## config.mk

```make
export PLATFORM = sky130hd
export DESIGN_NAME = timer_arbiter
export DESIGN_NICKNAME = d
export VERILOG_FILES = /design/src/rtl/timer_arbiter.sv
export SDC_FILE = /design/constraint.sdc
export NUM_CORES = 1
export LEC_CHECK = 0
export ABC_AREA = 1
export CORE_MARGIN = 1.5
export CORE_UTILIZATION = 55
export CTS_CLUSTER_DIAMETER = 120
export DETAILED_ROUTE_END_ITERATION = 7
export DONT_BUFFER_PORTS = 1
export PLACE_DENSITY = 0.78
export SETUP_SLACK_MARGIN = 0.3
export SKIP_LAST_GASP = 1
export SYNTH_ARGS = -nofsm -noshare
export SYNTH_HDL_FRONTEND = slang
export SYNTH_SLANG_ARGS = --single-unit
```

## constraint.sdc

```tcl
create_clock -name clk -period 2.07 [get_ports clk]
set_input_delay 0.414 -clock clk [delete_from_list [all_inputs] [get_ports clk]]
set_output_delay 0.414 -clock clk [all_outputs]
set_load 0.02 [all_outputs]
```

## src/rtl/timer_arbiter.sv

```systemverilog
// One shared countdown timer. Requesters latch into sticky pending flags and are
// granted round-robin; the running effect can be restarted, paused or cancelled.
module timer_arbiter #(
   parameter int NUM_REQ = 4,
   parameter int CNT_W   = 4
) (
   input  logic                     clk,
   input  logic                     reset,
   input  logic                     count_clk,
   input  logic [NUM_REQ-1:0]       req,
   input  logic [NUM_REQ*CNT_W-1:0] dur,
   input  logic                     pause,
   input  logic                     cancel,
   output logic                     enable,
   output logic [NUM_REQ-1:0]       active,
   output logic [CNT_W-1:0]         remaining,
   output logic [NUM_REQ-1:0]       pending,
   output logic                     done,
   output logic [NUM_REQ-1:0]       done_id
);

   localparam int IDX_W = (NUM_REQ > 1) ? $clog2(NUM_REQ) : 1;

   typedef enum logic [1:0] {S_IDLE, S_RUN, S_DONE} state_t;

   state_t               r_state;
   logic                 r_enable;
   logic [NUM_REQ-1:0]   r_active;
   logic [CNT_W-1:0]     r_remaining;
   logic [NUM_REQ-1:0]   r_pending;
   logic                 r_done;
   logic [NUM_REQ-1:0]   r_done_id;
   logic [IDX_W-1:0]     r_last;

   logic [CNT_W-1:0]     w_dur [NUM_REQ];
   logic                 w_gnt_vld;
   logic [IDX_W-1:0]     w_gnt_idx;
   logic [NUM_REQ-1:0]   w_gnt_oh;
   logic [IDX_W:0]       w_sum;

   // A zero duration still runs for one tick.
   function automatic logic [CNT_W-1:0] f_load(input logic [CNT_W-1:0] d);
      return (d == '0) ? CNT_W'(1) : d;
   endfunction

   always_comb begin
      for (int i = 0; i < NUM_REQ; i++) w_dur[i] = dur[i*CNT_W +: CNT_W];
   end

   // Round-robin search starting one past the last grant, wrapping at NUM_REQ-1.
   always_comb begin
      w_gnt_vld = 1'b0;
      w_gnt_idx = '0;
      w_sum     = '0;
      for (int k = 1; k <= NUM_REQ; k++) begin
         w_sum = {1'b0, r_last} + (IDX_W+1)'(k);
         if (w_sum >= (IDX_W+1)'(NUM_REQ)) w_sum = w_sum - (IDX_W+1)'(NUM_REQ);
         if (!w_gnt_vld && r_pending[w_sum[IDX_W-1:0]]) begin
            w_gnt_vld = 1'b1;
            w_gnt_idx = w_sum[IDX_W-1:0];
         end
      end
      w_gnt_oh            = '0;
      w_gnt_oh[w_gnt_idx] = 1'b1;
   end

   always_ff @(posedge clk or posedge reset) begin
      if (reset) begin
         r_state     <= S_IDLE;
         r_enable    <= 1'b0;
         r_active    <= '0;
         r_remaining <= '0;
         r_pending   <= '0;
         r_done      <= 1'b0;
         r_done_id   <= '0;
         r_last      <= IDX_W'(NUM_REQ-1);
      end else if (cancel) begin
         // Abort without a done pulse; the round-robin pointer survives.
         r_state     <= S_IDLE;
         r_enable    <= 1'b0;
         r_active    <= '0;
         r_remaining <= '0;
         r_pending   <= '0;
         r_done      <= 1'b0;
         r_done_id   <= '0;
      end else begin
         r_done    <= 1'b0;
         r_done_id <= '0;
         case (r_state)
            S_IDLE: begin
               if (w_gnt_vld) begin
                  r_state     <= S_RUN;
                  r_enable    <= 1'b1;
                  r_active    <= w_gnt_oh;
                  r_remaining <= f_load(w_dur[w_gnt_idx]);
                  r_pending   <= (r_pending | req) & ~w_gnt_oh;
                  r_last      <= w_gnt_idx;
               end else begin
                  r_pending <= r_pending | req;
               end
            end
            S_RUN: begin
               r_pending <= r_pending | (req & ~r_active);
               // r_last always names the running requester here.
               if (|(req & r_active)) begin
                  r_remaining <= f_load(w_dur[r_last]);
               end else if (count_clk && !pause) begin
                  if (r_remaining <= CNT_W'(1)) begin
                     r_state     <= S_DONE;
                     r_enable    <= 1'b0;
                     r_active    <= '0;
                     r_remaining <= '0;
                     r_done      <= 1'b1;
                     r_done_id   <= r_active;
                  end else begin
                     r_remaining <= r_remaining - CNT_W'(1);
                  end
               end
            end
            S_DONE: begin
               r_pending <= r_pending | req;
               r_state   <= S_IDLE;
            end
            default: r_state <= S_IDLE;
         endcase
      end
   end

   assign enable    = r_enable;
   assign active    = r_active;
   assign remaining = r_remaining;
   assign pending   = r_pending;
   assign done      = r_done;
   assign done_id   = r_done_id;

endmodule

```

# Word-level counts from Yosys, hierarchy flattened
# Cells that the tools add are included.
# classes
addsub,9
order_cmp,13
n_eq_ne,7
n_mux,67
bitwise,10
n_reduce_logical,19
# ops
operator,count
two-way mux 4 bit,23
two-way mux 2 bit,13
two-way mux 1 bit,19
greater-or-equal comparator 3 bit (second input constant),6
binary-select mux 4 bit (select 2 bit),2
case mux 4 bit (2 select lines),2
less-than comparator 2 x 3 -> 1 bit (second input constant),5
AND 4 bit,3
inequality test 3 bit (second input constant),4
case mux 4 bit (3 select lines),1
binary-select mux 1 bit (select 2 bit),4
logical NOT 4 bit,2
inverter 4 bit,2
OR 4 bit,2
subtractor 2 x 1 -> 2 bit (second input constant),4
adder 2 x 2 -> 3 bit (second input constant),2
inverter 2 -> 3 bit,2
AND reduction 3 bit,2
logical AND 1 bit,5
AND reduction 5 bit,1
<= comparator 4 x 1 -> 1 bit (second input constant),1
logical NOT 1 bit,4
inequality test 4 bit (second input constant),1
case mux 2 bit (2 select lines),1
14 further kinds,14
# totals
ff_bits,22
in_bits,25
out_inout_bits,18
wordCells,133

# Logic depth before layout (Yosys ltp)
# Gate-level depths: netlist of run 1.
# logic_depth
ltp_word,24
depth_mapped,21
ltp_nobuf,19

# Worst setup path before layout of run 1
# Ideal clock, no wire load.
# synth_timing
path_type,flip-flop to flip-flop
start,reg r_last[0]
end,reg r_remaining[0] (netlist: remaining[0])
setup_ps,73
t_arrival_ps,1959
t_required_ps,1997
path_slack_ps,38
path_stages_with_launch,21
path_buffers,2
cell_sequence,dfstp_2 buf_6 inv_8 nand2_4 nand2_2 nand2_2 nand2_2 nor2_8 nand3_4 nand2_4 nand2_4 buf_6 nand2_1 nand2_1 nand2_1 nand2_1 nor2_1 nand2_1 nand2_1 nand2_1 a21oi_2
# synth_via
elab_chain_cells,24
# synth_rtl
element,line,rtl
"start, declared",33,logic [IDX_W-1:0] r_last;
"start signal, assigned",76,r_last <= IDX_W'(NUM_REQ-1);
"start signal, assigned",97,r_last <= w_gnt_idx;
adder 2 x 1 -> 3 bit,56,"w_sum = {1'b0, r_last} + (IDX_W+1)'(k);"
greater-or-equal comparator 3 bit / subtractor 2 x 1 -> 2 bit (equally long branches),57,if (w_sum >= (IDX_W+1)'(NUM_REQ)) w_sum = w_sum - (IDX_W+1)'(NUM_REQ);
two-way mux 2 bit,57,
binary-select mux 1 bit (select 2 bit),58,if (!w_gnt_vld && r_pending[w_sum[IDX_W-1:0]]) begin
two-way mux 1 bit (not written as such),58,
two-way mux 1 bit,58,
logical NOT 1 bit,58,
logical AND 1 bit,58,
[7 not listed],n/a,
inverter 2 -> 3 bit (not written as such),95,r_remaining <= f_load(w_dur[w_gnt_idx]);
binary-select mux 4 bit (select 2 bit),95,
two-way mux 4 bit (not written as such) (2 in a row),95,
logical NOT 4 bit,43,return (d == '0) ? CNT_W'(1) : d;
two-way mux 4 bit,43,
two-way mux 4 bit,91,if (w_gnt_vld) begin
case mux 4 bit (2 select lines),89,case (r_state)
two-way mux 4 bit,77,end else if (cancel) begin
"end signal, assigned",95,
"end signal, assigned",106,r_remaining <= f_load(w_dur[r_last]);
"end signal, assigned",116,r_remaining <= r_remaining - CNT_W'(1);
"end, declared",29,logic [CNT_W-1:0] r_remaining;
# Parallel ways exist; a longest one is shown, timed or not. The select of a mux whose other input is x is not followed.
# A chain may end at the register's enable or synchronous reset.

# Final worst setup path of run 1
# Same ends and word-level chain as after synthesis.

==> results of run 1 <==
[per-stage QoR]
stage               cells  TNS [ns]  utilization (%)
floorplan             272         0                -
global placement      354    -0.401             67.9
detailed placement    354    -0.837             67.9
CTS                   363    -0.965             72.4
global route          367     -3.66             77.6
finish                367     -2.41             77.6
[Yosys cell counts]
library cell,n
a21boi_0,2
a21oi_1,10
a21oi_2,1
a21oi_4,1
a221oi_1,1
a22oi_1,3
a31oi_1,4
buf_6,3
dfrtp_1,20
dfstp_2,2
ha_1,6
inv_1,39
inv_2,5
inv_4,1
inv_8,1
mux2i_1,1
nand2_1,74
nand2_2,14
nand2_4,8
nand3_1,14
nand3_2,2
nand3_4,1
nand3b_1,1
nand4_1,3
nor2_1,23
nor2_4,1
nor2_8,1
nor3_1,2
o211ai_1,1
o21ai_0,12
o21ai_1,2
o22ai_1,7
o311ai_0,1
o32ai_1,3
or2_2,1
xor2_1,1
[power by group]
part | switching [mW] | internal [mW]
combinational | 2.58 | 1.92
clock | 0.139 | 0.108
sequential | 0.167 | 0.576
total | 2.88 | 2.60
[sequential cells by signal (all words and copies together) (netlist names)]
register   cells
done_id        4
done           1
r_last         2
remaining      4
active         4
pending        4
r_state        2
enable         1
[final cells by class]
class / instances / area [sq um] / share of cell area [%]
repair buffers: 47 / 414 / 16.1
multi-input cells: 202 / 1320 / 51.4
flip-flops and latches: 22 / 553 / 21.5
inverters: 46 / 188 / 7.30
clock buffers: 4 / 36.3 / 1.41
well taps: 46 / 57.6 / 2.24
[cells by family (layout without fill, tap and decap cells)]
logic type	Yosys count	count (layout)	synth area share, %
AO/OA/AOI/OAI	48	48	16.0
XOR/XNOR	1	1	0.464
adder cells (fa/ha/maj)	6	6	3.97
buffers and inverters	49	97	11.5
flip-flops	22	22	29.3
multiplexers	1	1	0.530
AND/OR/NAND/NOR	145	146	38.3
[routing by layer]
layer	GRT usage, %	share of wire (%)
met5	0	0
met3	4.41	6.4
met2	51.4	52
met1	34.7	39
met4	10.0	2.9
[how the worst max path moves through the flow]
stage	slack [ns]	to	start	cells after the start
CTS	-0.16	remaining[0]	r_last[0]	20
global placement	-0.17	remaining[0]	r_last[0]	18
global route	-0.39	remaining[0]	r_last[0]	20
finish	-0.26	remaining[0]	r_last[0]	20
detailed placement	-0.21	remaining[0]	r_last[0]	16
floorplan	0.04	remaining[0]	r_last[0]	20
[critical path, stage by stage, from the launching register on]
cell	delay, ns
dfstp_2	0.61
buf_12	0.13
inv_8	0.05
nand2_4	0.07
nand2_4	0.08
nand2_4	0.09
nand2_4	0.07
inv_2	0.07
nand2_4	0.07
nor2_4	0.13
nand2_8	0.09
buf_12	0.14
nand3_1	0.06
nand2_1	0.07
nand2_1	0.07
nand2_2	0.07
nor2_2	0.08
nand2_1	0.06
nand2_1	0.08
nand2_1	0.07
a21oi_2	0.13
[layout by cell type (no fill, tap or decap), types with 4 or more instances in the layout]
| cell type | n |
|---|---|
| a21oi_1 | 7 |
| a21oi_2 | 4 |
| a31oi_1 | 4 |
| buf_12 | 4 |
| buf_4 | 40 |
| dfrtp_1 | 20 |
| ha_1 | 6 |
| inv_1 | 36 |
| inv_2 | 7 |
| nand2_1 | 60 |
| nand2_2 | 17 |
| nand2_4 | 18 |
| nand3_1 | 12 |
| nor2_1 | 20 |
| o21ai_0 | 9 |
| o22ai_1 | 6 |
[what timing repair did]
action | 4_1_cts | 5_1_grt
buffers inserted | 4 | 4
endpoints found under the setup margin | 17 | 18
pin swaps | 10 | 21
hold endpoints to repair | 0 | 0
cloned | 1 | 0
resized for setup | 18 | 40
hold buffers | 0 | 0
==> impl_metrics.tcl, run 1 <==
set metrics [dict create \
    outcome "finished, violations left" \
    failed_checks "hold timing, setup timing" \
    grt_antenna_before_repair 0 \
    fin_worst_skew_ns 0.00784 \
    cp_max_fo 7 \
    tightest_slew_ns 0.522 \
    wl_microns 5710 \
    grt_overflow 0 \
    setup_ws_ns -0.265 \
    reg2reg_from "r_last[0]" \
    drc 0 \
    avgViaCountPerCell 5.60 \
    vias 2054 \
    syn_avg_cell_area_sq_um 6.95 \
    p_leak_nw 1.33 \
    r2r_end "remaining[0]" \
    clkLatencyLatePin_ns 0.32 \
    ys_seq_area_share_pct 29.3 \
    powerDensity_nw_per_um2 2130 \
    place_congestion 0.880 \
    synth_cell_type_count 36 \
    grt_pass1_wl_microns 8050 \
    maxSlewViolCount 0 \
    place.port_buffers 0 \
    layout-drive-gt1-share_pct 38.3 \
    whs_ns -0.00576 \
    ff2ff_setup_slack_ns -0.26 \
    die_area_sq_um 3800 \
    n_fill_cell 235 \
    rows 21 \
    worst_ep_arrival_time_ns 2.60 \
    nets 353 \
    critPathCaptureType "flop" \
    ant_nets 0 \
    die_x_microns 61.6 \
    syn_nets 303 \
    clock_path_buffers 2 \
    peakVddDrop_mv 1.04 \
    cts_sinks 22 \
    wl_per_cell_microns 15.5 \
    tritoncts "built" \
    grt_pass1_vias 1847 \
    root_buffer "clkbuf_4" \
    worst-r2r-cell-count 20 \
    pin_count 43 \
    fp.dieH_microns 61.6 \
    yosysWarnings 0 \
    dr.pass1.iters 4 \
    synth_area_sq_um 1890 \
    slew_headroom_pct 64.7 \
    period_share_pct 113 \
    diodes 0 \
    worstSetupStartpointType "flop" \
    setup_violations 14 \
    postSynthRegisterBits 22 \
    cp.required_ns 2.33 \
    hold_viol_final 4 \
    total_power_mw 5.49 \
    dpl_cell_area_sq_um 2250 \
    cts_buffers 3 \
    dp_hpwl_microns 3890 \
    hp-class "primary input to async pin" \
    synth_top_area_share_pct 26.5 \
    initial_core_util_pct 57.1 \
    drtIter0Drc 158 \
    worstSetupPathType "flop to flop" \
    grt_setup_unrepaired "yes" \
    syn2layout_area_growth_pct 36.0 \
    grt_start_max_net_pins 23 \
    drv_cap 0 \
    htree_levels 1 \
    coreArea_sq_um 3310 \
    layout_min_cycle_time_ns 2.33 \
    final_area_sq_um 2570 \
    dpl_worst_slack_ns -0.206 \
    ys_top_cells_by_area "dfrtp_1 26%, nand2_1 15%, inv_1 7.7%, nand2_4 4.8%, nand2_2 4.6%" \
    clkSlewWorstSetupHoldPaths_ns 0.13 \
    synth.largest_area_cell "dfrtp_1" \
    grtUsageTotal_pct 28.7 \
    max_freq_mhz 428 \
    synthCells 272 \
]
No activity file was read; power rests on OpenSTA's default activity.
==> inputs of run 2 (changes only) <==
- GPL_TIMING_DRIVEN: unset -> 0
- PLACE_DENSITY: 0.78 -> 0.75
- SKIP_LAST_GASP: 1 -> unset
- clock period: 2.07 -> 2.62 ns (I/O delays scaled with it)
==> impl_metrics.tcl, run 2 (synthesis gave the netlist of run 1 again) <==
set metrics [dict create \
    outcome "complete, no violations" \
    tightest_slew_ns 0.824 \
    tritoncts "built" \
    nets 320 \
    syn2layout_area_growth_pct 15.0 \
    hp-class "primary input to async pin" \
    peakVddDrop_mv 0.692 \
    dpl_cell_area_sq_um 1950 \
    diodes 0 \
    drv_cap 0 \
    grtUsageTotal_pct 24.1 \
    grt_pass1_wl_microns 6830 \
    worst_ep_arrival_time_ns 2.61 \
    cp_slowest_stage_delay_ns 0.55 \
    fin_worst_skew_ns 0.00319 \
    critPathBufInv 4 \
    die_area_sq_um 3800 \
    fp.dieH_microns 61.6 \
    maxSlewViolCount 0 \
    hold_viol_final 0 \
    wl_microns 4650 \
    critPathCaptureType "flop" \
    powerDensity_nw_per_um2 1630 \
    clock_path_buffers 2 \
    rows 21 \
    cpMaxStageDelayCell "dfstp_2" \
    p_leak_nw 1.11 \
    layout-drive-gt1-share_pct 25.3 \
    avgViaCountPerCell 5.47 \
    drc 0 \
    reg2reg_from "r_last[1]" \
    critPathTopFamily "simple AND/OR/NAND/NOR gates" \
    layout_min_cycle_time_ns 2.36 \
    clkSlewWorstSetupHoldPaths_ns 0.12 \
    initial_core_util_pct 57.1 \
    worstSetupStartpointType "flop" \
    grt_pass1_vias 1590 \
    coreArea_sq_um 3310 \
    final_cell_mix "68 x nand2_1, 39 x inv_1, 20 x nor2_1" \
    drtIter0Drc 181 \
    period_share_pct 89.9 \
    final_area_sq_um 2170 \
    cp.required_ns 2.87 \
    worstSetupPathType "flop to flop" \
    grt_setup_unrepaired "yes" \
    slew_headroom_pct 45.0 \
    cts_sinks 22 \
    place_congestion 0.826 \
    dr.pass1.iters 4 \
    critPathLaunch "r_last[1]" \
    cp_common_cell "nand2_1" \
    dp_hpwl_microns 3400 \
    total_power_mw 3.54 \
    cp_max_fo 10 \
    hold_buffers 0 \
    finalSetupTns_ns 0 \
    vias 1827 \
    die_x_microns 61.6 \
    grt_overflow 0 \
    cts_buffers 3 \
    setup_violations 0 \
    clkLatencyLatePin_ns 0.31 \
    pin_count 43 \
    grt_start_max_net_pins 23 \
    final_common_cell "nand2_1" \
    path_cells "buf_8 > inv_4 > nand2_2 > nand2_4 > nand2_1 > nand2_2 > buf_4 > nand2_1 > nand2_2 > a21oi_4 > buf_6 > mux2i_4 > nand2_1 > nand2_1 > nand2_1 > a21oi_2" \
    place.port_buffers 0 \
    n_fill_cell 304 \
    grt_antenna_before_repair 0 \
    wl_per_cell_microns 13.9 \
    root_buffer "clkbuf_4" \
    htree_levels 1 \
    ant_nets 0 \
    max_freq_mhz 425 \
]
[run 2: cell types whose count changed in the layout (fill, tap and decap cells not counted), sizes merged]
cell,before,now
buf,47,15
nand2,97,96
[run 2: through the flow]
step	util (%)	worst slack, ns	instances	hold WS [ns]
2_1_floorplan	-	0.588	272	0.512
3_3_place_gp	58.8	0.293	318	0.608
3_5_place_dp	58.8	0.276	318	0.624
4_1_cts	60.0	0.302	322	0.267
5_1_grt	65.6	0.126	334	0.339
6_report	65.6	0.265	334	0.245
[run 2: repair_timing]
item | CTS | global route
gates cloned | 0 | 0
resized for setup | 1 | 27
buffers inserted | 0 | 12
endpoints found under the setup margin | 3 | 11
pin swaps | 0 | 13
hold endpoints to repair | 0 | 0
[run 2: worst paths after layout]
kind                                endpoint  slack [ns]  cells after the start
worst max register to register  remaining[0]        0.26                     16
min in group clk                  pending[0]        0.40                      3
worst min register to register     r_last[1]        0.65                      3
worst max-delay path            remaining[0]        0.26                     16
worst min-delay path              done_id[0]        0.24                      1
max in group asynchronous         pending[3]        1.82                      1
[run 2: power by group]
part           leakage (nW)  internal (mW)  switching (mW)
Combinational         0.804           1.10            1.60
Clock                0.0210         0.0850           0.105
Sequential            0.283          0.456           0.195
Total                  1.11           1.64            1.90
[run 2: layout make-up]
type	count	area [sq um]	share of cell area [%]
multi-input cells	201	1200	55.1
well taps	46	57.6	2.65
clock buffers	4	36.3	1.67
inverters	46	183	8.41
repair buffers	12	97.6	4.49
flip-flops and latches	22	556	25.6
plain buffers	3	45.0	2.07
[run 2: metal layers]
| layer | global-route usage [%] | share of wire [%] | vias to the layer above |
|---|---|---|---|
| li1 | - | - | 915 |
| met5 | 0 | 0 | - |
| met2 | 39.5 | 50 | 66 |
| met1 | 32.6 | 43 | 841 |
| met4 | 8.21 | 0.95 | 0 |
| met3 | 3.36 | 6.0 | 5 |
[run 2: worst register-to-register path: stages (launching register included)]
cell     delay [ns]
dfstp_2        0.55
buf_8          0.14
inv_4          0.06
nand2_2        0.08
nand2_4        0.07
nand2_1        0.07
nand2_2        0.08
buf_4          0.15
nand2_1        0.08
nand2_2        0.06
a21oi_4        0.26
buf_6          0.15
mux2i_4        0.21
nand2_1        0.07
nand2_1        0.05
nand2_1        0.08
a21oi_2        0.15
==> inputs of run 3 (changes only) <==
- SKIP_CTS_REPAIR_TIMING: unset -> 1
==> impl_metrics.tcl, run 3 (synthesis gave the netlist of run 1 again) <==
set metrics [dict create \
    coreArea_sq_um 3310 \
    final_cell_mix "68 x nand2_1, 39 x inv_1, 20 x nor2_1" \
    drc 0 \
    avgViaCountPerCell 5.55 \
    cp_max_fo 10 \
    die_x_microns 61.6 \
    cpMaxStageDelayCell "dfstp_2" \
    grt_overflow 0 \
    regArea_sq_um 554 \
    worst_ep_arrival_time_ns 2.59 \
    worst-r2r-cell-count 16 \
    hold_viol_final 0 \
    dp_hpwl_microns 3400 \
    grt_setup_unrepaired "yes" \
    drv_cap 0 \
    finalSetupTns_ns 0 \
    cp_slowest_stage_delay_ns 0.55 \
    vias 1854 \
    htree_levels 1 \
    place.port_buffers 0 \
    max_freq_mhz 429 \
    critPathCaptureType "flop" \
    syn2layout_area_growth_pct 13.6 \
    grtUsageTotal_pct 24.0 \
    root_buffer "clkbuf_4" \
    ant_nets 0 \
    powerDensity_nw_per_um2 1620 \
    grt_pass1_vias 1589 \
    slew_headroom_pct 45.0 \
    maxSlewViolCount 0 \
    reg2reg_from "r_last[1]" \
    cp.required_ns 2.87 \
    path_cells "buf_6 > inv_4 > nand2_2 > nand2_4 > nand2_1 > nand2_2 > buf_4 > nand2_1 > nand2_2 > a21oi_4 > buf_6 > mux2i_4 > nand2_1 > nand2_1 > nand2_2 > a21oi_2" \
    worstSetupStartpointType "flop" \
    period_share_pct 89.0 \
    diodes 0 \
    clock_path_buffers 2 \
    finalNonFillerCells 334 \
    die_area_sq_um 3800 \
    r2r_end "remaining[0]" \
    grt_pass1_wl_microns 6820 \
    cts_sinks 22 \
    setup_violations 0 \
    layout-drive-gt1-share_pct 25.0 \
    wl_per_cell_microns 13.8 \
    tritoncts "built" \
    fin_worst_skew_ns 0.00221 \
    peakVddDrop_mv 0.697 \
    outcome "complete, no violations" \
    fp.dieH_microns 61.6 \
    n_fill_cell 299 \
    nets 320 \
    rows 21 \
    multi_input_comb_area_sq_um 1180 \
    numPlacedInstances 318 \
    ff2ff_setup_slack_ns 0.29 \
    initial_core_util_pct 57.1 \
    cts_buffers 3 \
    final_common_cell "nand2_1" \
    pin_count 43 \
    grt_start_max_net_pins 23 \
    dr.pass1.iters 4 \
    tightest_slew_ns 0.824 \
    clkSlewWorstSetupHoldPaths_ns 0.12 \
    p_leak_nw 1.10 \
    place_congestion 0.826 \
    wl_microns 4600 \
    critPathBufInv 4 \
    drtIter0Drc 146 \
    critPathTopFamily "simple AND/OR/NAND/NOR gates" \
    clkLatencyLatePin_ns 0.31 \
    layout_min_cycle_time_ns 2.33 \
    worstSetupPathType "flop to flop" \
    hp-class "primary input to async pin" \
    grt_antenna_before_repair 0 \
]
run 3: routing by layer:
metal  share of wire [%]  track usage, %
met4                 1.3            8.21
met1                  43            32.6
met3                 6.6            3.36
met5                   0               0
met2                  49            39.4
run 3: how the worst max path moves through the flow:
stage              start           end  slack [ns]  cells after the start
2_1_floorplan  r_last[0]  remaining[0]        0.59                     20
3_3_place_gp      req[1]     active[1]        0.29                     13
3_5_place_dp   active[3]     active[3]        0.28                     13
4_1_cts        active[3]     active[3]        0.24                     13
5_1_grt        r_last[0]  remaining[0]        0.14                     16
6_report       r_last[1]  remaining[0]        0.29                     16
run 3: through the flow:
step / hold slack, ns / cell area, sq um / power (mW) / setup slack (ns) / util, %
after floorplan: 0.512 / 1890 / 2.37 / 0.588 / -
after global placement: 0.608 / 1950 / 2.73 / 0.293 / 58.8
after detailed placement: 0.624 / 1950 / 2.76 / 0.276 / 58.8
after CTS: 0.267 / 1980 / 2.96 / 0.244 / 59.9
after global routing: 0.339 / 2150 / 3.79 / 0.137 / 64.8
final: 0.245 / 2150 / 3.48 / 0.287 / 64.8
run 3: cell type report:
cell class                 count  share of cell area (%)
clock buffer                   4                    1.69
buffer                         3                    1.75
timing repair buffer          12                    4.55
inverter                      46                    8.51
tap                           46                    2.68
sequential                    22                    25.8
multi-input combinational    201                    55.0
run 3: power by group:
part	leakage [nW]	total [mW]	internal, mW	switching [mW]
sequential	0.284	0.648	0.454	0.194
combinational	0.795	2.64	1.07	1.58
clock	0.0210	0.190	0.0850	0.105
